### config.mk
export PLATFORM = sky130hd
export DESIGN_NAME = lzw_code_packer
export DESIGN_NICKNAME = d
export VERILOG_FILES = /design/src/rtl/lzw_pkg.sv /design/src/rtl/lzw_bit_accum.sv /design/src/rtl/lzw_code_packer.sv
export SDC_FILE = /design/constraint.sdc
export NUM_CORES = 1
export LEC_CHECK = 0
export CORE_MARGIN = 4
export CORE_UTILIZATION = 47
export DETAILED_ROUTE_END_ITERATION = 8
export DONT_BUFFER_PORTS = 1
export PLACE_DENSITY = 0.74
export SYNTH_ARGS = -nofsm -noshare
export SYNTH_HDL_FRONTEND = slang
export SYNTH_HIERARCHICAL = 1
export SYNTH_SLANG_ARGS = --single-unit
export TNS_END_PERCENT = 20
### constraint.sdc
create_clock -name Clk -period 2.65 [get_ports Clk]
set_input_delay 0.1325 -clock Clk [delete_from_list [all_inputs] [get_ports Clk]]
set_output_delay 0.1325 -clock Clk [all_outputs]
set_load 0.02 [all_outputs]
### src/rtl/lzw_pkg.sv
`default_nettype none
// ============================================================================
// Module      : lzw_pkg
// Description : Widths and packer state encoding shared by the LZW blocks.
// Revision    : 1.0 - initial release
// ============================================================================
package lzw_pkg;

  localparam int LZW_CODE_W = 12;
  localparam int LZW_BYTE_W = 8;

  typedef enum logic [1:0] {
    PACK_IDLE  = 2'd0,
    PACK_ACCUM = 2'd1,
    PACK_FLUSH = 2'd2,
    PACK_DONE  = 2'd3
  } pack_state_e;

endpackage
`default_nettype wire

### src/rtl/lzw_bit_accum.sv
`default_nettype none
// ============================================================================
// Module      : lzw_bit_accum
// Description : Right-aligned bit accumulator; appends whole codes and
//               presents the oldest OUT_W bits, zero-padded when short.
// Revision    : 1.0 - initial release
// ============================================================================
module lzw_bit_accum
  import lzw_pkg::*;
#(
  parameter int CODE_W = LZW_CODE_W,
  parameter int OUT_W  = LZW_BYTE_W,
  parameter int ACC_W  = CODE_W + OUT_W - 1,
  parameter int CNT_W  = $clog2(ACC_W + 1)
) (
  input  logic              Clk,
  input  logic              Reset_n,
  input  logic              i_append,
  input  logic [CODE_W-1:0] i_code,
  input  logic              i_take_byte,
  input  logic              i_take_pad,
  input  logic              i_clear,
  output logic              o_has_byte,
  output logic              o_empty,
  output logic [OUT_W-1:0]  o_byte
);

  localparam logic [CNT_W-1:0] c_code_w = CNT_W'(CODE_W);
  localparam logic [CNT_W-1:0] c_out_w  = CNT_W'(OUT_W);

  logic [ACC_W-1:0] r_acc;
  logic [CNT_W-1:0] r_cnt;
  logic [OUT_W-1:0] w_byte;

  always_ff @(posedge Clk) begin
    if (!Reset_n || i_clear) begin
      r_acc <= '0;
      r_cnt <= '0;
    end else if (i_append) begin
      r_acc <= {r_acc[ACC_W-CODE_W-1:0], i_code};
      r_cnt <= r_cnt + c_code_w;
    end else if (i_take_byte) begin
      r_cnt <= r_cnt - c_out_w;
    end else if (i_take_pad) begin
      r_cnt <= '0;
    end
  end

  // Walking down from the oldest bit covers both the full byte and the
  // left-aligned, zero-padded remainder with one structure.
  always_comb begin
    w_byte = '0;
    for (int i = 0; i < OUT_W; i++) begin
      if (CNT_W'(i) < r_cnt) begin
        w_byte[OUT_W-1-i] = r_acc[r_cnt - CNT_W'(i + 1)];
      end
    end
  end

  assign o_byte     = w_byte;
  assign o_has_byte = (r_cnt >= c_out_w);
  assign o_empty    = (r_cnt == '0);

endmodule
`default_nettype wire

### src/rtl/lzw_code_packer.sv
`default_nettype none
// ============================================================================
// Module      : lzw_code_packer
// Description : Packs CODE_W-bit LZW codes MSB-first into an OUT_W byte
//               stream with zero-padded end-of-stream flush.
//               Optional macro PACKER_BYTE_COUNT_EN adds oByteCount.
// Revision    : 1.0 - initial release
// ============================================================================
module lzw_code_packer
  import lzw_pkg::*;
#(
  parameter int CODE_W = LZW_CODE_W,
  parameter int OUT_W  = LZW_BYTE_W
) (
  input  logic              Clk,
  input  logic              Reset_n,
  input  logic [CODE_W-1:0] iCode,
  input  logic              iCodeValid,
  output logic              oCodeReady,
  input  logic              iFlush,
  output logic [OUT_W-1:0]  oByte,
  output logic              oByteValid,
  input  logic              iByteReady,
  output logic              oFlushDone,
  output logic              oBusy
`ifdef PACKER_BYTE_COUNT_EN
  ,
  output logic [23:0]       oByteCount
`endif
);

  localparam int ACC_W = CODE_W + OUT_W - 1;
  localparam int CNT_W = $clog2(ACC_W + 1);

  pack_state_e r_state;
  pack_state_e w_state_nxt;
  logic        r_flush_pend;
  logic        w_flush_pend_nxt;

  logic        w_has_byte;
  logic        w_empty;
  logic        w_code_ready;
  logic        w_byte_valid;
  logic        w_accept;
  logic        w_xfer;

  assign w_accept = iCodeValid && w_code_ready;
  assign w_xfer   = w_byte_valid && iByteReady;

  lzw_bit_accum #(
    .CODE_W (CODE_W),
    .OUT_W  (OUT_W),
    .ACC_W  (ACC_W),
    .CNT_W  (CNT_W)
  ) u_accum (
    .Clk         (Clk),
    .Reset_n     (Reset_n),
    .i_append    (w_accept),
    .i_code      (iCode),
    .i_take_byte (w_xfer && w_has_byte),
    .i_take_pad  (w_xfer && !w_has_byte),
    .i_clear     (r_state == PACK_DONE),
    .o_has_byte  (w_has_byte),
    .o_empty     (w_empty),
    .o_byte      (oByte)
  );

  always_ff @(posedge Clk) begin
    if (!Reset_n) begin
      r_state      <= PACK_IDLE;
      r_flush_pend <= 1'b0;
    end else begin
      r_state      <= w_state_nxt;
      r_flush_pend <= w_flush_pend_nxt;
    end
  end

  // A flush arriving with an accepted code waits for that code to drain.
  always_comb begin
    w_state_nxt      = r_state;
    w_flush_pend_nxt = r_flush_pend;
    unique case (r_state)
      PACK_IDLE, PACK_ACCUM: begin
        if (iFlush) begin
          w_flush_pend_nxt = 1'b1;
        end
        if (w_accept) begin
          w_state_nxt = PACK_ACCUM;
        end else if ((r_flush_pend || iFlush) && !w_has_byte) begin
          w_state_nxt = PACK_FLUSH;
        end
      end
      PACK_FLUSH: begin
        if (w_empty || w_xfer) begin
          w_state_nxt = PACK_DONE;
        end
      end
      PACK_DONE: begin
        w_state_nxt      = PACK_IDLE;
        w_flush_pend_nxt = 1'b0;
      end
      default: begin
        w_state_nxt = PACK_IDLE;
      end
    endcase
  end

  always_comb begin
    w_code_ready = ((r_state == PACK_IDLE) || (r_state == PACK_ACCUM)) &&
                   !w_has_byte && !r_flush_pend;
    w_byte_valid = w_has_byte || ((r_state == PACK_FLUSH) && !w_empty);
    oFlushDone   = (r_state == PACK_DONE);
    oBusy        = (r_state != PACK_IDLE) || !w_empty;
  end

  assign oCodeReady = w_code_ready;
  assign oByteValid = w_byte_valid;

`ifdef PACKER_BYTE_COUNT_EN
  logic [23:0] r_byte_count;

  always_ff @(posedge Clk) begin
    if (!Reset_n || (r_state == PACK_DONE)) begin
      r_byte_count <= '0;
    end else if (w_xfer && (r_byte_count != 24'hFFFFFF)) begin
      r_byte_count <= r_byte_count + 24'd1;
    end
  end

  assign oByteCount = r_byte_count;
`endif

endmodule
`default_nettype wire

-- After elaboration in Yosys (flattened, before gate mapping)
Index checks and enable logic that the tools add are counted.
- add/subtract/negate cells: 9
- order comparisons: 17
- mux-type cells: 33
- eq/ne operators: 6
- reduce and logical (&&, ||, !) cells: 26
- operators by type and width (operator ; count):
    5-bit by 6-bit < comparator with 1-bit output, second input constant ; 8
    1-bit binary-select mux with 5-bit select ; 8
    3-bit by 5-bit < comparator with 1-bit output, first input constant ; 4
    5-bit by 3-bit subtractor with 5-bit output, second input constant ; 4
    1-bit 2-to-1 mux ; 17
    5-bit 2-to-1 mux ; 3
    1-bit by 5-bit < comparator with 1-bit output, first input constant ; 2
    2-bit by 5-bit < comparator with 1-bit output, first input constant ; 2
    5-bit by 2-bit subtractor with 5-bit output, second input constant ; 2
    1-bit logical AND ; 8
    1-bit logical OR ; 6
    2-bit 2-to-1 mux ; 3
    2-bit one-hot mux with 3 select lines ; 1
    5-bit by 4-bit adder with 5-bit output, second input constant ; 1
    5-bit by 4-bit >= comparator with 1-bit output, second input constant ; 1
    5-bit logical NOT ; 1
    5-bit by 1-bit subtractor with 5-bit output, second input constant ; 1
    5-bit by 4-bit subtractor with 5-bit output, second input constant ; 1
    2-bit equality test, second input constant ; 2
    1-bit logical NOT ; 4
    2-bit inequality test, second input constant ; 2
    2-bit AND reduction ; 2
    2-bit nonzero test ; 2
    3-bit by 2-bit inequality test with 1-bit output, second input constant ; 1
    5 further kinds ; 5
- bits of input ports: 17
- output and inout bits: 12
- word-level logic and storage cells: 95
- register bits after elaboration: 27

-- Logic depth before layout (Yosys ltp)
Gate-level depths: netlist (run 1).
- depth in word-level cells: 9
- gate-level depth with buffers: 12
- mapped depth without buffers: 9

-- Hierarchy
Netlist (run 1), hierarchy kept.
- modules (own cells, without submodules) (module ; sequential area each (um^2) ; cells an instance ; area an instance (um^2) ; times used):
    lzw_bit_accum ; 440.4 ; 140 ; 1301.2 ; 1
    lzw_code_packer ; 60.1 ; 25 ; 200.2 ; 1

-- Least setup slack after synthesis (run 1)
OpenSTA, ideal clock, no wires.
- path type: flip-flop to flip-flop
- from: register u_accum.r_cnt[3]
- to: register u_accum.r_acc[1]
- setup slack: -0.076 ns
- library setup time: 0.128 ns
- path buffers: 3
- data required time: 2.522 ns
- arrival time: 2.599 ns
- stages on the path, launching flop included: 12
- path through: dfxtp_1 -> clkbuf_1 -> inv_1 -> ha_1 -> o21ai_0 -> nor3_1 -> nand2_1 -> inv_1 -> clkbuf_1 -> buf_2 -> mux2i_1 -> nor2_1
- cells in the longest elaborated chain, start to end: 5
- RTL lines (item ; RTL line ; source):
    from (decl) ; lzw_bit_accum.sv:32 ; logic [CNT_W-1:0] r_cnt;
    from (signal assigned) ; lzw_bit_accum.sv:41 ; r_cnt <= r_cnt + c_code_w;
    from (signal assigned) ; lzw_bit_accum.sv:43 ; r_cnt <= r_cnt - c_out_w;
    5-bit by 4-bit >= comparator with 1-bit output ; lzw_bit_accum.sv:61 ; assign o_has_byte = (r_cnt >= c_out_w);
    net w_has_byte ; lzw_code_packer.sv:40 ; logic w_has_byte;
    1-bit logical NOT ; lzw_code_packer.sv:110 ; !w_has_byte && !r_flush_pend;
    1-bit logical AND ; lzw_code_packer.sv:109 ; w_code_ready = ((r_state == PACK_IDLE) || (r_state == PACK_ACCUM)) &&
    1-bit logical AND ; lzw_code_packer.sv:110 ;
    net oCodeReady ; lzw_code_packer.sv:19 ; output logic oCodeReady,
    1-bit logical AND ; lzw_code_packer.sv:47 ; assign w_accept = iCodeValid && w_code_ready;
    net w_accept ; lzw_code_packer.sv:44 ; logic w_accept;
    to (signal assigned) ; lzw_bit_accum.sv:40 ; r_acc <= {r_acc[ACC_W-CODE_W-1:0], i_code};
    to (decl) ; lzw_bit_accum.sv:31 ; logic [ACC_W-1:0] r_acc;
The timed path passes the listed nets, and every way through them passes these cells.
A chain may end at the register's enable or synchronous reset.

-- Final worst setup path (run 1)
- from: register u_accum.r_cnt[3]
- to: output oByte[6]
- cells in the longest elaborated chain, start to end: 4
- RTL lines (item ; RTL line ; source):
    5-bit by 2-bit subtractor with 5-bit output ; lzw_bit_accum.sv:55 ; w_byte[OUT_W-1-i] = r_acc[r_cnt - CNT_W'(i + 1)];
    1-bit binary-select mux with 5-bit select ; lzw_bit_accum.sv:55 ;
    1-bit 2-to-1 mux (implied by the code) ; lzw_bit_accum.sv:55 ;
    1-bit 2-to-1 mux (*) ; lzw_bit_accum.sv:54 ; if (CNT_W'(i) < r_cnt) begin
    to (decl) ; lzw_code_packer.sv:21 ; output logic [OUT_W-1:0] oByte,
Every way passes the cells marked *; elsewhere a longest branch is shown, timed or not. The select of a mux whose other input is x is not followed.

==> impl_metrics.prom, run 1 <==
# TYPE chip_impl_metric gauge
chip_impl_metric{name="layout-area-overhead-vs-synth",unit="%"} 17.0
chip_impl_metric{name="worst_ep_required_time",unit="ns"} 2.52
chip_impl_metric{name="layout_min_cycle_time",unit="ns"} 2.37
chip_impl_metric{name="wirelength",unit="um"} 3300
chip_impl_metric{name="clkSinkCount",unit=""} 25
chip_impl_metric{name="worstPathArrival",unit="ns"} 2.23
chip_impl_metric{name="io_buffer_count",unit=""} 0
chip_impl_metric{name="timing.critical_path.buf_inv",unit=""} 2
chip_impl_info{name="endpoint_kind",value="output pin"} 1
chip_impl_metric{name="floorplan.core_area",unit="um2"} 3050
chip_impl_metric{name="ios",unit=""} 29
chip_impl_metric{name="floorplan.initialDensity",unit=""} 0.492
chip_impl_info{name="grt_setup_unrepaired",value="no"} 1
chip_impl_metric{name="synth.yosys.warnings",unit=""} 6
chip_impl_metric{name="fin_ws",unit="ns"} 0.283
chip_impl_metric{name="filler_cell_count",unit=""} 280
chip_impl_metric{name="placementRows",unit=""} 20
chip_impl_metric{name="synth-async-reset-ratio",unit=""} 0
chip_impl_info{name="worst-setup-path-type",value="reg -> out"} 1
chip_impl_metric{name="dr.first_iter.drc_count",unit=""} 50
chip_impl_metric{name="post_drt_via_cell_ratio",unit=""} 5.60
chip_impl_metric{name="postLayoutCellArea",unit="um2"} 1760
chip_impl_metric{name="number_of_global_route_vias_before_repair",unit=""} 1249
chip_impl_metric{name="leakage",unit="nW"} 0.629
chip_impl_metric{name="preCtsSetupSlack",unit="ns"} 0.344
chip_impl_metric{name="critical_path_peak_fanout",unit=""} 11
chip_impl_metric{name="drc_errors",unit=""} 0
chip_impl_metric{name="total_setup_violations_reported_at_the_end_of_the_flow",unit=""} 0
chip_impl_metric{name="grt_max_degree",unit=""} 27
chip_impl_info{name="holdCritPathClass",value="in -> reg"} 1
chip_impl_info{name="crit_family",value="simple AND/OR/NAND/NOR gates"} 1
chip_impl_metric{name="dp_hpwl",unit="um"} 2330
chip_impl_metric{name="timing.fmax",unit="GHz"} 0.423
chip_impl_metric{name="detail_route.first_pass.iterations",unit=""} 5
chip_impl_metric{name="maximum_clock_path_buffer_count",unit=""} 2
chip_impl_metric{name="chipHeight",unit="um"} 64.5
chip_impl_metric{name="critPathMaxStageDelay",unit="ns"} 0.51
chip_impl_metric{name="globalRouteTotalUtil",unit=""} 0.167
chip_impl_metric{name="post_cts_buffers",unit=""} 0
chip_impl_metric{name="h-tree-depth",unit=""} 1
chip_impl_metric{name="antenna_cells",unit=""} 0
chip_impl_metric{name="grt.overflow.total",unit=""} 0
chip_impl_info{name="synth_top_cell_by_area",value="sky130_fd_sc_hd__dfxtp_1"} 1
chip_impl_metric{name="maxCapViolations",unit=""} 0
chip_impl_metric{name="gpl.final_weighted_congestion",unit=""} 0.850
chip_impl_metric{name="dieArea",unit="um2"} 4160
chip_impl_metric{name="syn_area_per_cell",unit="um2"} 9.10
chip_impl_metric{name="yosysTopAreaCellShare",unit=""} 0.333
chip_impl_info{name="cpMaxStageDelayCell",value="sky130_fd_sc_hd__or4_1"} 1
chip_impl_info{name="cts_tree",value="built"} 1
chip_impl_metric{name="ys_types",unit=""} 42
chip_impl_metric{name="synth.cell_area",unit="um2"} 1500
chip_impl_metric{name="post_dp_cell_area",unit="um2"} 1570
chip_impl_metric{name="grt_first_pass_wirelength",unit="um"} 5620
chip_impl_metric{name="ys_seq_area_frac",unit=""} 0.333
chip_impl_metric{name="tritoncts_buffers",unit=""} 3
chip_impl_info{name="synth_top_flop_cell",value="sky130_fd_sc_hd__dfxtp_1"} 1
chip_impl_metric{name="fraction_of_layout_instances_using_a_drive_strength_above_1",unit=""} 0.122
chip_impl_metric{name="yosys_register_bits",unit=""} 25
chip_impl_metric{name="max-slew-margin-rel",unit=""} 0.664
chip_impl_metric{name="detail_route.wl_per_cell",unit="um"} 14.7
chip_impl_metric{name="ant_nets",unit=""} 0
chip_impl_metric{name="timing_hold_violations_final",unit=""} 0
chip_impl_metric{name="finish.net_count",unit=""} 204
chip_impl_info{name="synth_top_cells_by_count",value="sky130_fd_sc_hd__mux2i_1 (31), sky130_fd_sc_hd__dfxtp_1 (25), sky130_fd_sc_hd__nor2_1 (23)"} 1
chip_impl_info{name="synthMostInstantiatedCell",value="sky130_fd_sc_hd__mux2i_1"} 1
chip_impl_metric{name="period_share",unit=""} 0.893
chip_impl_metric{name="syn-instance-count",unit=""} 165
chip_impl_metric{name="insertion_delay",unit="ns"} 0.31
chip_impl_metric{name="finalSetupTns",unit="ns"} 0
chip_impl_info{name="clockRootBuffer",value="sky130_fd_sc_hd__clkbuf_4"} 1
chip_impl_metric{name="finClkSkew",unit="ns"} 0.00795
chip_impl_metric{name="vias_after_detailed_routing",unit=""} 1255
chip_impl_metric{name="antenna_violations_before_repair",unit=""} 0
chip_impl_metric{name="die_width",unit="um"} 64.5
chip_impl_metric{name="report.final.slew_viol_count",unit=""} 0
chip_impl_info{name="start_kind",value="register"} 1
chip_impl_metric{name="power_density",unit="nW/um2"} 942
chip_impl_metric{name="synthesized_net_count",unit=""} 188
chip_impl_metric{name="synth-edff-count",unit=""} 0
chip_impl_info{name="cp_cell_sequence",value="inv_1 -> ha_1 -> xor2_2 -> or4_1 -> o311ai_0 -> buf_4"} 1
chip_impl_metric{name="clk_pin_slew_worst_paths",unit="ns"} 0.14
chip_impl_info{name="leading_cell_types_by_total_area_after_synthesis",value="sky130_fd_sc_hd__dfxtp_1 (33%), sky130_fd_sc_hd__mux2i_1 (21%), sky130_fd_sc_hd__nor2_1 (5.8%)"} 1
chip_impl_metric{name="vdd_drop_max",unit="mV"} 0.409
chip_impl_info{name="outcome",value="complete, no violations"} 1
chip_impl_metric{name="worst_slew_pin_slew",unit="ns"} 0.499
==> what timing repair did <==
| item | in CTS | in global routing |
|---|---|---|
| hold buffers | 14 | 0 |
| endpoints found under the setup margin | 2 | 4 |
| resized for setup | 1 | 3 |
| endpoints found under the hold margin | 15 | 0 |
==> tightest hold or removal path: cells and delay by family <==
kind | cells | cell delay, ns
simple gates | 2 | 0.15
compound gates | 1 | 0.10
==> cell usage in the layout (no fill, tap or decap), drive strengths merged, types with 4 or more instances in the layout <==
master and n:
clkbuf 4, dlygate4sd3 14, mux2i 31, nand4 6, nand2 4, mux2 4
nor2 23, buf 8, and2 4, inv 8, ha 6, a21oi 5
dfxtp 25
==> registers in the layout, indices dropped and copies added, names as in the netlist <==
signal         cells
u_accum/r_cnt      3
r_state            2
u_accum/r_acc     19
r_flush_pend       1
==> final timing paths <==
kind | from | endpoint | slack [ns] | depth (start not counted)
setup / recovery | u_accum/r_cnt[3]$_SDFFE_PP0P_ | oByte[6] | 0.28 | 6
hold / removal | iFlush | r_flush_pend$_SDFFE_PN0P_ | 0.1 | 3
setup reg to reg | u_accum/r_cnt[3]$_SDFFE_PP0P_ | u_accum/r_acc[17]$_SDFFE_PP0P_ | 0.46 | 9
hold reg to reg | u_accum/r_acc[11]$_SDFFE_PP0P_ | u_accum/r_acc[11]$_SDFFE_PP0P_ | 0.54 | 2
==> routing by layer <==
layer  vias up  share of wire  global-route usage
li1        623              -                   -
met1       595           0.43               0.199
met2        31           0.50               0.289
met3         6          0.057              0.0433
met4         0          0.015              0.0580
met5         -              0                   0
==> per-stage QoR <==
step | util | hold slack, ns | total power, mW | std cells
2_1_floorplan | - | 0.254 | 1.30 | 165
5_1_grt | 0.575 | 0.123 | 1.78 | 224
3_3_place_gp | 0.514 | 0.262 | 1.41 | 206
4_1_cts | 0.569 | 0.0934 | 1.63 | 224
6_report | 0.575 | 0.0989 | 1.65 | 224
3_5_place_dp | 0.514 | 0.266 | 1.43 | 206
==> cell families (layout without fill, tap and decap cells) <==
| logic type | after synthesis | in the layout | share of synthesized area |
|---|---|---|---|
| xor+xnor | 1 | 1 | 0.00583 |
| simple gates | 56 | 56 | 0.200 |
| mux | 35 | 35 | 0.237 |
| buf+inv | 19 | 34 | 0.0633 |
| compound gates | 23 | 23 | 0.111 |
| flops | 25 | 25 | 0.333 |
| fa+ha+maj | 6 | 6 | 0.0500 |
==> area by class of cell <==
type / instances / area [um2] / area share
Timing Repair Buffer: 22 / 213 / 0.121
Tap cell: 44 / 55.1 / 0.0313
Inverter: 8 / 30.0 / 0.0171
Multi-Input combinational cell: 121 / 931 / 0.530
Sequential cell: 25 / 502 / 0.286
Clock buffer: 4 / 26.3 / 0.0150
==> power breakdown <==
part	leakage, nW	internal, mW	switching (mW)
logic	0.410	0.404	0.530
clock network	0.0150	0.0587	0.109
registers	0.204	0.453	0.101
total	0.629	0.915	0.739
Power figures use the tool's default switching activity.
==> run 2, diff against run 1 <==
--- a/config.mk
+++ b/config.mk
@@ -10,6 +10,7 @@
 export DETAILED_ROUTE_END_ITERATION = 8
 export DONT_BUFFER_PORTS = 1
 export PLACE_DENSITY = 0.74
+export SETUP_SLACK_MARGIN = 0.4
 export SYNTH_ARGS = -nofsm -noshare
 export SYNTH_HDL_FRONTEND = slang
 export SYNTH_HIERARCHICAL = 1
==> impl_metrics.prom, run 2 (same netlist as run 1, synthesis figures left out) <==
# TYPE chip_impl_metric gauge
chip_impl_metric{name="worst_slew_pin_slew",unit="ns"} 0.835
chip_impl_metric{name="clk_pin_slew_worst_paths",unit="ns"} 0.14
chip_impl_metric{name="max-slew-margin-rel",unit=""} 0.444
chip_impl_metric{name="clkSinkCount",unit=""} 25
chip_impl_info{name="cts_tree",value="built"} 1
chip_impl_metric{name="worst-r2r-cell-count",unit=""} 9
chip_impl_metric{name="dieArea",unit="um2"} 4160
chip_impl_info{name="critical_path.most_common_cell",value="sky130_fd_sc_hd__buf_4"} 1
chip_impl_metric{name="dp_hpwl",unit="um"} 2260
chip_impl_metric{name="worst_ep_required_time",unit="ns"} 2.52
chip_impl_metric{name="vias_after_detailed_routing",unit=""} 1321
chip_impl_metric{name="period_share",unit=""} 0.812
chip_impl_metric{name="post_drt_via_cell_ratio",unit=""} 5.74
chip_impl_info{name="crit-reg2reg-launch",value="u_accum/r_cnt[4]$_SDFFE_PP0P_"} 1
chip_impl_metric{name="critical_path_peak_fanout",unit=""} 7
chip_impl_metric{name="floorplan.core_area",unit="um2"} 3050
chip_impl_metric{name="timing_hold_violations_final",unit=""} 0
chip_impl_info{name="start_kind",value="register"} 1
chip_impl_metric{name="detail_route.wl_per_cell",unit="um"} 15.6
chip_impl_metric{name="switching_share",unit=""} 0.445
chip_impl_metric{name="ios",unit=""} 29
chip_impl_metric{name="insertion_delay",unit="ns"} 0.32
chip_impl_metric{name="critPathMaxStageDelay",unit="ns"} 0.41
chip_impl_metric{name="timing.fmax",unit="GHz"} 0.465
chip_impl_metric{name="antenna_cells",unit=""} 0
chip_impl_metric{name="cell_internal_pwr",unit="uW"} 999
chip_impl_metric{name="hold_critical_path_depth",unit=""} 3
chip_impl_metric{name="globalRouteTotalUtil",unit=""} 0.181
chip_impl_metric{name="die_width",unit="um"} 64.5
chip_impl_metric{name="finish.net_count",unit=""} 210
chip_impl_metric{name="dr.first_iter.drc_count",unit=""} 56
chip_impl_info{name="registers.top_by_ff_count",value="u_accum/r_acc"} 1
chip_impl_metric{name="wirelength",unit="um"} 3600
chip_impl_metric{name="largest_register_ff_count",unit=""} 19
chip_impl_info{name="endpoint_kind",value="output pin"} 1
chip_impl_info{name="top_regs",value="u_accum/r_acc: 19 flops, u_accum/r_cnt: 3 flops, r_state: 2 flops"} 1
chip_impl_metric{name="tritoncts_buffers",unit=""} 3
chip_impl_metric{name="placementRows",unit=""} 20
chip_impl_metric{name="power.sequential.fraction",unit=""} 0.314
chip_impl_metric{name="maxCapViolations",unit=""} 0
chip_impl_metric{name="io_buffer_count",unit=""} 0
chip_impl_metric{name="finalSetupTns",unit="ns"} 0
chip_impl_metric{name="grt_max_degree",unit=""} 27
chip_impl_metric{name="grt.overflow.total",unit=""} 0
chip_impl_metric{name="finClkSkew",unit="ns"} 0.00142
chip_impl_info{name="cpMaxStageDelayCell",value="sky130_fd_sc_hd__dfxtp_4"} 1
chip_impl_metric{name="floorplan.initialDensity",unit=""} 0.492
chip_impl_info{name="min_delay_worst_endpoint",value="r_flush_pend$_SDFFE_PN0P_"} 1
chip_impl_metric{name="postLayoutCellArea",unit="um2"} 1830
chip_impl_info{name="grt_setup_unrepaired",value="yes"} 1
chip_impl_metric{name="report.final.slew_viol_count",unit=""} 0
chip_impl_metric{name="worstPathArrival",unit="ns"} 2.02
chip_impl_metric{name="leakage",unit="nW"} 0.661
chip_impl_metric{name="maximum_clock_path_buffer_count",unit=""} 2
chip_impl_metric{name="layout_min_cycle_time",unit="ns"} 2.15
chip_impl_metric{name="ant_nets",unit=""} 0
chip_impl_metric{name="number_of_global_route_vias_before_repair",unit=""} 1237
chip_impl_metric{name="grt_first_pass_wirelength",unit="um"} 6020
chip_impl_metric{name="fin_total_pwr",unit="mW"} 1.80
chip_impl_info{name="outcome",value="complete, no violations"} 1
chip_impl_metric{name="power_density",unit="nW/um2"} 986
chip_impl_metric{name="setup.reg_to_reg.worst_slack",unit="ns"} 0.62
chip_impl_info{name="holdCritPathClass",value="in -> reg"} 1
chip_impl_info{name="final_common_cell",value="sky130_fd_sc_hd__mux2i_1"} 1
chip_impl_info{name="critical_path.reg2reg.endpoint",value="r_state[0]$_SDFFE_PN0P_"} 1
chip_impl_metric{name="clock_power_share",unit=""} 0.097
chip_impl_metric{name="gpl.final_weighted_congestion",unit=""} 0.866
chip_impl_metric{name="drc_errors",unit=""} 0
chip_impl_metric{name="chipHeight",unit="um"} 64.5
chip_impl_info{name="cp_cell_sequence",value="inv_2 -> ha_4 -> buf_4 -> mux2i_1 -> or3_1 -> a31oi_1 -> buf_4"} 1
chip_impl_metric{name="detail_route.first_pass.iterations",unit=""} 5
chip_impl_metric{name="post-route-util",unit=""} 0.598
chip_impl_metric{name="h-tree-depth",unit=""} 1
chip_impl_info{name="clockRootBuffer",value="sky130_fd_sc_hd__clkbuf_4"} 1
chip_impl_info{name="worst-setup-path-type",value="reg -> out"} 1
chip_impl_info{name="mostFrequentLayoutCells",value="sky130_fd_sc_hd__mux2i_1 (31), sky130_fd_sc_hd__nor2_1 (23), sky130_fd_sc_hd__dfxtp_1 (23)"} 1
chip_impl_metric{name="fraction_of_layout_instances_using_a_drive_strength_above_1",unit=""} 0.183
chip_impl_metric{name="power.combinational.fraction",unit=""} 0.589
chip_impl_metric{name="antenna_violations_before_repair",unit=""} 0
chip_impl_metric{name="total_setup_violations_reported_at_the_end_of_the_flow",unit=""} 0
chip_impl_metric{name="p_switching",unit="uW"} 800
chip_impl_metric{name="vdd_drop_max",unit="mV"} 0.399
chip_impl_metric{name="post_dp_cell_area",unit="um2"} 1550
chip_impl_metric{name="layout-area-overhead-vs-synth",unit="%"} 21.6
chip_impl_info{name="min-delay-start",value="iFlush"} 1
-- run 2: changes by cell type in the layout (fill, tap and decap cells not counted), moves of 2 or more --
| cell | previous run | this run |
|---|---|---|
| sky130_fd_sc_hd__dfxtp_4 | 0 | 2 |
| sky130_fd_sc_hd__inv_2 | 0 | 2 |
| sky130_fd_sc_hd__buf_4 | 7 | 12 |
| sky130_fd_sc_hd__inv_1 | 8 | 6 |
| sky130_fd_sc_hd__ha_1 | 5 | 3 |
| sky130_fd_sc_hd__ha_2 | 0 | 2 |
-- run 2: final cells by class --
| type | count | area, um2 |
|---|---|---|
| Timing Repair Buffer | 28 | 255 |
| Clock buffer | 3 | 22.5 |
| Inverter | 8 | 30.0 |
| Fill cell | 272 | 1230 |
| Clock inverter | 1 | 7.51 |
| Multi-Input combinational cell | 121 | 947 |
| Sequential cell | 25 | 508 |
| Tap cell | 44 | 55.1 |
-- run 2: metrics by stage --
| step | worst slack, ns | std cells | hold slack, ns |
|---|---|---|---|
| after floorplan | 0.403 | 165 | 0.254 |
| after detailed placement | 0.407 | 205 | 0.266 |
| after CTS | 0.382 | 223 | 0.0718 |
| after global placement | 0.513 | 205 | 0.261 |
| final | 0.497 | 230 | 0.0914 |
| after global routing | 0.378 | 230 | 0.0903 |
-- run 2: critical path, delay by kind of cell (launching register included) --
| family | cells | cell delay, ns |
|---|---|---|
| buf+inv | 3 | 0.41 |
| flops | 1 | 0.41 |
| simple gates | 1 | 0.31 |
| fa+ha+maj | 1 | 0.28 |
| compound gates | 1 | 0.19 |
| mux | 1 | 0.10 |
-- run 2: layer usage --
layer / vias to the layer above / global-route usage / routed length (um)
met5: - / 0 / 0
met2: 40 / 0.293 / 1800
met4: 0 / 0.0686 / 32
met3: 4 / 0.0260 / 171
li1: 642 / - / -
met1: 635 / 0.244 / 1590
-- run 2: worst max path at each step --
stage | slack [ns] | cells after the start | startpoint | end
global placement | 0.51 | 6 | u_accum/r_cnt[3]$_SDFFE_PP0P_ | oByte[5]
finish | 0.50 | 7 | u_accum/r_cnt[3]$_SDFFE_PP0P_ | oByte[4]
floorplan | 0.40 | 11 | u_accum/r_cnt[3]$_SDFFE_PP0P_ | u_accum/r_acc[1]$_SDFFE_PP0P_
CTS | 0.38 | 10 | u_accum/r_cnt[4]$_SDFFE_PP0P_ | u_accum/r_acc[1]$_SDFFE_PP0P_
global route | 0.38 | 6 | u_accum/r_cnt[3]$_SDFFE_PP0P_ | oByte[5]
detailed placement | 0.41 | 6 | u_accum/r_cnt[3]$_SDFFE_PP0P_ | oByte[5]
-- run 2: repair_timing --
action | CTS | global route
hold buffers | 14 | 0
buffers inserted | 0 | 7
hold endpoints to repair | 15 | 0
pin swaps | 0 | 3
endpoints found under the setup margin | 4 | 27
resized for setup | 6 | 7
-- run 2: power by group through the flow --
stage	logic, mW	clock network, mW	registers [mW]
after detailed placement	0.868	0	0.556
after floorplan	0.805	0	0.511
final	1.06	0.175	0.564
after global placement	0.846	0	0.548
after global routing	1.15	0.200	0.581
after CTS	0.920	0.187	0.553
==> run 3, diff against run 2 <==
--- a/config.mk
+++ b/config.mk
@@ -5,6 +5,7 @@
 export SDC_FILE = /design/constraint.sdc
 export NUM_CORES = 1
 export LEC_CHECK = 0
+export ABC_AREA = 1
 export CORE_MARGIN = 4
 export CORE_UTILIZATION = 47
 export DETAILED_ROUTE_END_ITERATION = 8
==> constraint.sdc (replaced) <==
create_clock -name Clk -period 2.12 [get_ports Clk]
set_input_delay 0.106 -clock Clk [delete_from_list [all_inputs] [get_ports Clk]]
set_output_delay 0.106 -clock Clk [all_outputs]
set_load 0.02 [all_outputs]
==> impl_metrics.prom, run 3 <==
# TYPE chip_impl_metric gauge
chip_impl_metric{name="ios",unit=""} 29
chip_impl_metric{name="worst_slew_pin_slew",unit="ns"} 0.279
chip_impl_metric{name="yosysTopAreaCellShare",unit=""} 0.313
chip_impl_metric{name="worst-r2r-cell-count",unit=""} 9
chip_impl_info{name="worst-setup-path-type",value="reg -> out"} 1
chip_impl_metric{name="synth.yosys.warnings",unit=""} 6
chip_impl_info{name="critical_path.reg2reg.endpoint",value="u_accum/r_acc[16]$_SDFFE_PP0P_"} 1
chip_impl_metric{name="report.final.slew_viol_count",unit=""} 0
chip_impl_metric{name="worstPathArrival",unit="ns"} 1.62
chip_impl_info{name="holdCritPathClass",value="in -> reg"} 1
chip_impl_metric{name="yosys_register_bits",unit=""} 25
chip_impl_metric{name="max-slew-margin-rel",unit=""} 0.814
chip_impl_metric{name="antenna_violations_before_repair",unit=""} 0
chip_impl_metric{name="post-route-util",unit=""} 0.628
chip_impl_metric{name="finClkSkew",unit="ns"} 0.00486
chip_impl_metric{name="detail_route.first_pass.iterations",unit=""} 4
chip_impl_info{name="min_delay_worst_endpoint",value="r_state[0]$_SDFFE_PN0P_"} 1
chip_impl_metric{name="syn_area_per_cell",unit="um2"} 6.60
chip_impl_metric{name="fraction_of_layout_instances_using_a_drive_strength_above_1",unit=""} 0.218
chip_impl_info{name="final_common_cell",value="sky130_fd_sc_hd__nand2_1"} 1
chip_impl_metric{name="grt.overflow.total",unit=""} 0
chip_impl_metric{name="final-instance-count-excl-fill",unit=""} 310
chip_impl_metric{name="period_share",unit=""} 0.813
chip_impl_metric{name="filler_cell_count",unit=""} 291
chip_impl_metric{name="post_drt_via_cell_ratio",unit=""} 5.11
chip_impl_metric{name="ant_nets",unit=""} 0
chip_impl_metric{name="dieArea",unit="um2"} 4400
chip_impl_metric{name="layout_min_cycle_time",unit="ns"} 1.72
chip_impl_metric{name="postLayoutCellArea",unit="um2"} 1980
chip_impl_metric{name="drc_errors",unit=""} 0
chip_impl_info{name="top_regs",value="u_accum/r_acc: 19 flops, u_accum/r_cnt: 3 flops, r_state: 2 flops"} 1
chip_impl_metric{name="fin_ws",unit="ns"} 0.397
chip_impl_metric{name="vdd_drop_max",unit="mV"} 0.627
chip_impl_info{name="registers.top_by_ff_count",value="u_accum/r_acc"} 1
chip_impl_metric{name="clk_pin_slew_worst_paths",unit="ns"} 0.12
chip_impl_metric{name="switching_share",unit=""} 0.490
chip_impl_metric{name="insertion_delay",unit="ns"} 0.31
chip_impl_metric{name="number_of_global_route_vias_before_repair",unit=""} 1457
chip_impl_metric{name="fin_total_pwr",unit="mW"} 2.65
chip_impl_metric{name="clkSinkCount",unit=""} 25
chip_impl_info{name="outcome",value="complete, no violations"} 1
chip_impl_info{name="start_kind",value="register"} 1
chip_impl_metric{name="gpl.final_weighted_congestion",unit=""} 0.907
chip_impl_metric{name="cell_internal_pwr",unit="mW"} 1.35
chip_impl_info{name="grt_setup_unrepaired",value="yes"} 1
chip_impl_info{name="leading_cell_types_by_total_area_after_synthesis",value="sky130_fd_sc_hd__dfxtp_1 (31%), sky130_fd_sc_hd__nand2_1 (12%), sky130_fd_sc_hd__a21oi_1 (9.4%)"} 1
chip_impl_info{name="min-delay-start",value="iFlush"} 1
chip_impl_info{name="synth_top_cell_by_area",value="sky130_fd_sc_hd__dfxtp_1"} 1
chip_impl_metric{name="clock_power_share",unit=""} 0.076
chip_impl_metric{name="tritoncts_buffers",unit=""} 3
chip_impl_metric{name="floorplan.core_area",unit="um2"} 3150
chip_impl_metric{name="vias_after_detailed_routing",unit=""} 1585
chip_impl_metric{name="post_dp_cell_area",unit="um2"} 1650
chip_impl_metric{name="synth.cell_area",unit="um2"} 1600
chip_impl_info{name="synthMostInstantiatedCell",value="sky130_fd_sc_hd__nand2_1"} 1
chip_impl_metric{name="p_switching",unit="mW"} 1.30
chip_impl_metric{name="io_buffer_count",unit=""} 0
chip_impl_metric{name="wirelength",unit="um"} 3920
chip_impl_metric{name="grt_max_degree",unit=""} 29
chip_impl_metric{name="total_setup_violations_reported_at_the_end_of_the_flow",unit=""} 0
chip_impl_metric{name="preCtsSetupSlack",unit="ns"} 0.241
chip_impl_info{name="crit-reg2reg-launch",value="u_accum/r_cnt[3]$_SDFFE_PP0P_"} 1
chip_impl_metric{name="hold_critical_path_depth",unit=""} 3
chip_impl_metric{name="synthesized_net_count",unit=""} 265
chip_impl_metric{name="power.sequential.fraction",unit=""} 0.286
chip_impl_metric{name="ys_types",unit=""} 27
chip_impl_info{name="clockRootBuffer",value="sky130_fd_sc_hd__clkbuf_4"} 1
chip_impl_metric{name="h-tree-depth",unit=""} 1
chip_impl_metric{name="dp_hpwl",unit="um"} 2650
chip_impl_metric{name="ys_seq_area_frac",unit=""} 0.313
chip_impl_metric{name="timing.fmax",unit="GHz"} 0.580
chip_impl_metric{name="worst_ep_required_time",unit="ns"} 2.01
chip_impl_info{name="synth_top_cells_by_count",value="sky130_fd_sc_hd__nand2_1 (52), sky130_fd_sc_hd__inv_1 (39), sky130_fd_sc_hd__a21oi_1 (30)"} 1
chip_impl_info{name="cts_tree",value="built"} 1
chip_impl_metric{name="maximum_clock_path_buffer_count",unit=""} 2
chip_impl_info{name="synth_top_flop_cell",value="sky130_fd_sc_hd__dfxtp_1"} 1
chip_impl_metric{name="placementRows",unit=""} 20
chip_impl_metric{name="critical_path_peak_fanout",unit=""} 7
chip_impl_info{name="mostFrequentLayoutCells",value="sky130_fd_sc_hd__nand2_1 (47), sky130_fd_sc_hd__inv_1 (33), sky130_fd_sc_hd__a21oi_1 (27)"} 1
chip_impl_metric{name="dpl.cell_count",unit=""} 283
chip_impl_metric{name="antenna_cells",unit=""} 0
chip_impl_metric{name="chipHeight",unit="um"} 66.3
chip_impl_metric{name="dr.first_iter.drc_count",unit=""} 125
chip_impl_metric{name="synth-async-reset-ratio",unit=""} 0
chip_impl_metric{name="timing_hold_violations_final",unit=""} 0
chip_impl_metric{name="power.combinational.fraction",unit=""} 0.638
chip_impl_metric{name="largest_register_ff_count",unit=""} 19
chip_impl_metric{name="syn-instance-count",unit=""} 242
chip_impl_metric{name="setup.reg_to_reg.worst_slack",unit="ns"} 0.47
chip_impl_metric{name="leakage",unit="nW"} 0.865
chip_impl_info{name="endpoint_kind",value="output pin"} 1
chip_impl_metric{name="detail_route.wl_per_cell",unit="um"} 12.6
chip_impl_metric{name="power_density",unit="nW/um2"} 1340
chip_impl_metric{name="die_width",unit="um"} 66.3
chip_impl_metric{name="globalRouteTotalUtil",unit=""} 0.183
chip_impl_metric{name="finish.net_count",unit=""} 290
chip_impl_metric{name="floorplan.initialDensity",unit=""} 0.507
chip_impl_metric{name="fin_worst_hold_slack",unit="ns"} 0.0410
chip_impl_metric{name="synth-edff-count",unit=""} 0
chip_impl_metric{name="maxCapViolations",unit=""} 0
chip_impl_metric{name="finalSetupTns",unit="ns"} 0
chip_impl_metric{name="layout-area-overhead-vs-synth",unit="%"} 23.9
chip_impl_metric{name="grt_first_pass_wirelength",unit="um"} 6400
## run 3: critical path: stages (launching register included)
cell and delay [ns]:
sky130_fd_sc_hd__dfxtp_4 0.41, sky130_fd_sc_hd__inv_6 0.05, sky130_fd_sc_hd__ha_4 0.32, sky130_fd_sc_hd__buf_6 0.13
sky130_fd_sc_hd__nand3_2 0.06, sky130_fd_sc_hd__nand2_2 0.07, sky130_fd_sc_hd__nand2_2 0.06, sky130_fd_sc_hd__a21oi_4 0.21
## run 3: cell families (layout without fill, tap and decap cells)
group,after synthesis,after routing,share of synthesized area
buf+inv,54,78,0.158
flops,25,25,0.313
compound gates,63,63,0.216
fa+ha+maj,6,6,0.0470
xor+xnor,1,1,0.0102
simple gates,93,93,0.255
## run 3: final cells by class
class / count / area, um2 / area share
Sequential cell: 25 / 507 / 0.256
Clock inverter: 1 / 5.00 / 0.00253
Multi-Input combinational cell: 163 / 921 / 0.465
Clock buffer: 3 / 22.5 / 0.0114
Tap cell: 44 / 55.1 / 0.0278
Timing Repair Buffer: 33 / 298 / 0.150
Inverter: 41 / 171 / 0.0866
## run 3: power groups by stage
stage | Combinational [mW] | Clock (mW) | Sequential, mW
after floorplan | 1.18 | 0 | 0.712
after global placement | 1.34 | 0 | 0.753
after detailed placement | 1.35 | 0 | 0.754
after CTS | 1.58 | 0.213 | 0.746
after global routing | 1.86 | 0.232 | 0.772
final | 1.69 | 0.201 | 0.756
## run 3: repair_timing
| action | CTS | global route |
|---|---|---|
| setup endpoints to repair | 21 | 25 |
| gates cloned | 0 | 0 |
| hold endpoints to repair | 15 | 0 |
| setup buffers | 6 | 3 |
| resized for setup | 21 | 17 |
| hold buffers | 14 | 0 |
| pin swaps | 9 | 7 |
## run 3: per-layer routing
| metal | GRT usage | share of wire |
|---|---|---|
| met3 | 0.0289 | 0.063 |
| met1 | 0.249 | 0.47 |
| met2 | 0.292 | 0.45 |
| met4 | 0.0609 | 0.010 |
| met5 | 0 | 0 |
## run 3: how the worst max path moves through the flow
| stage | startpoint | endpoint | slack, ns | depth (start not counted) |
|---|---|---|---|---|
| floorplan | u_accum/r_cnt[2]$_SDFFE_PP0P_ | oByte[5] | 0.37 | 10 |
| global placement | u_accum/r_cnt[3]$_SDFFE_PP0P_ | oByte[5] | 0.27 | 8 |
| detailed placement | u_accum/r_cnt[3]$_SDFFE_PP0P_ | oByte[5] | 0.24 | 8 |
| CTS | u_accum/r_cnt[3]$_SDFFE_PP0P_ | oByte[4] | 0.38 | 7 |
| global route | u_accum/r_cnt[3]$_SDFFE_PP0P_ | oByte[4] | 0.30 | 7 |
| finish | u_accum/r_cnt[3]$_SDFFE_PP0P_ | oByte[4] | 0.40 | 7 |
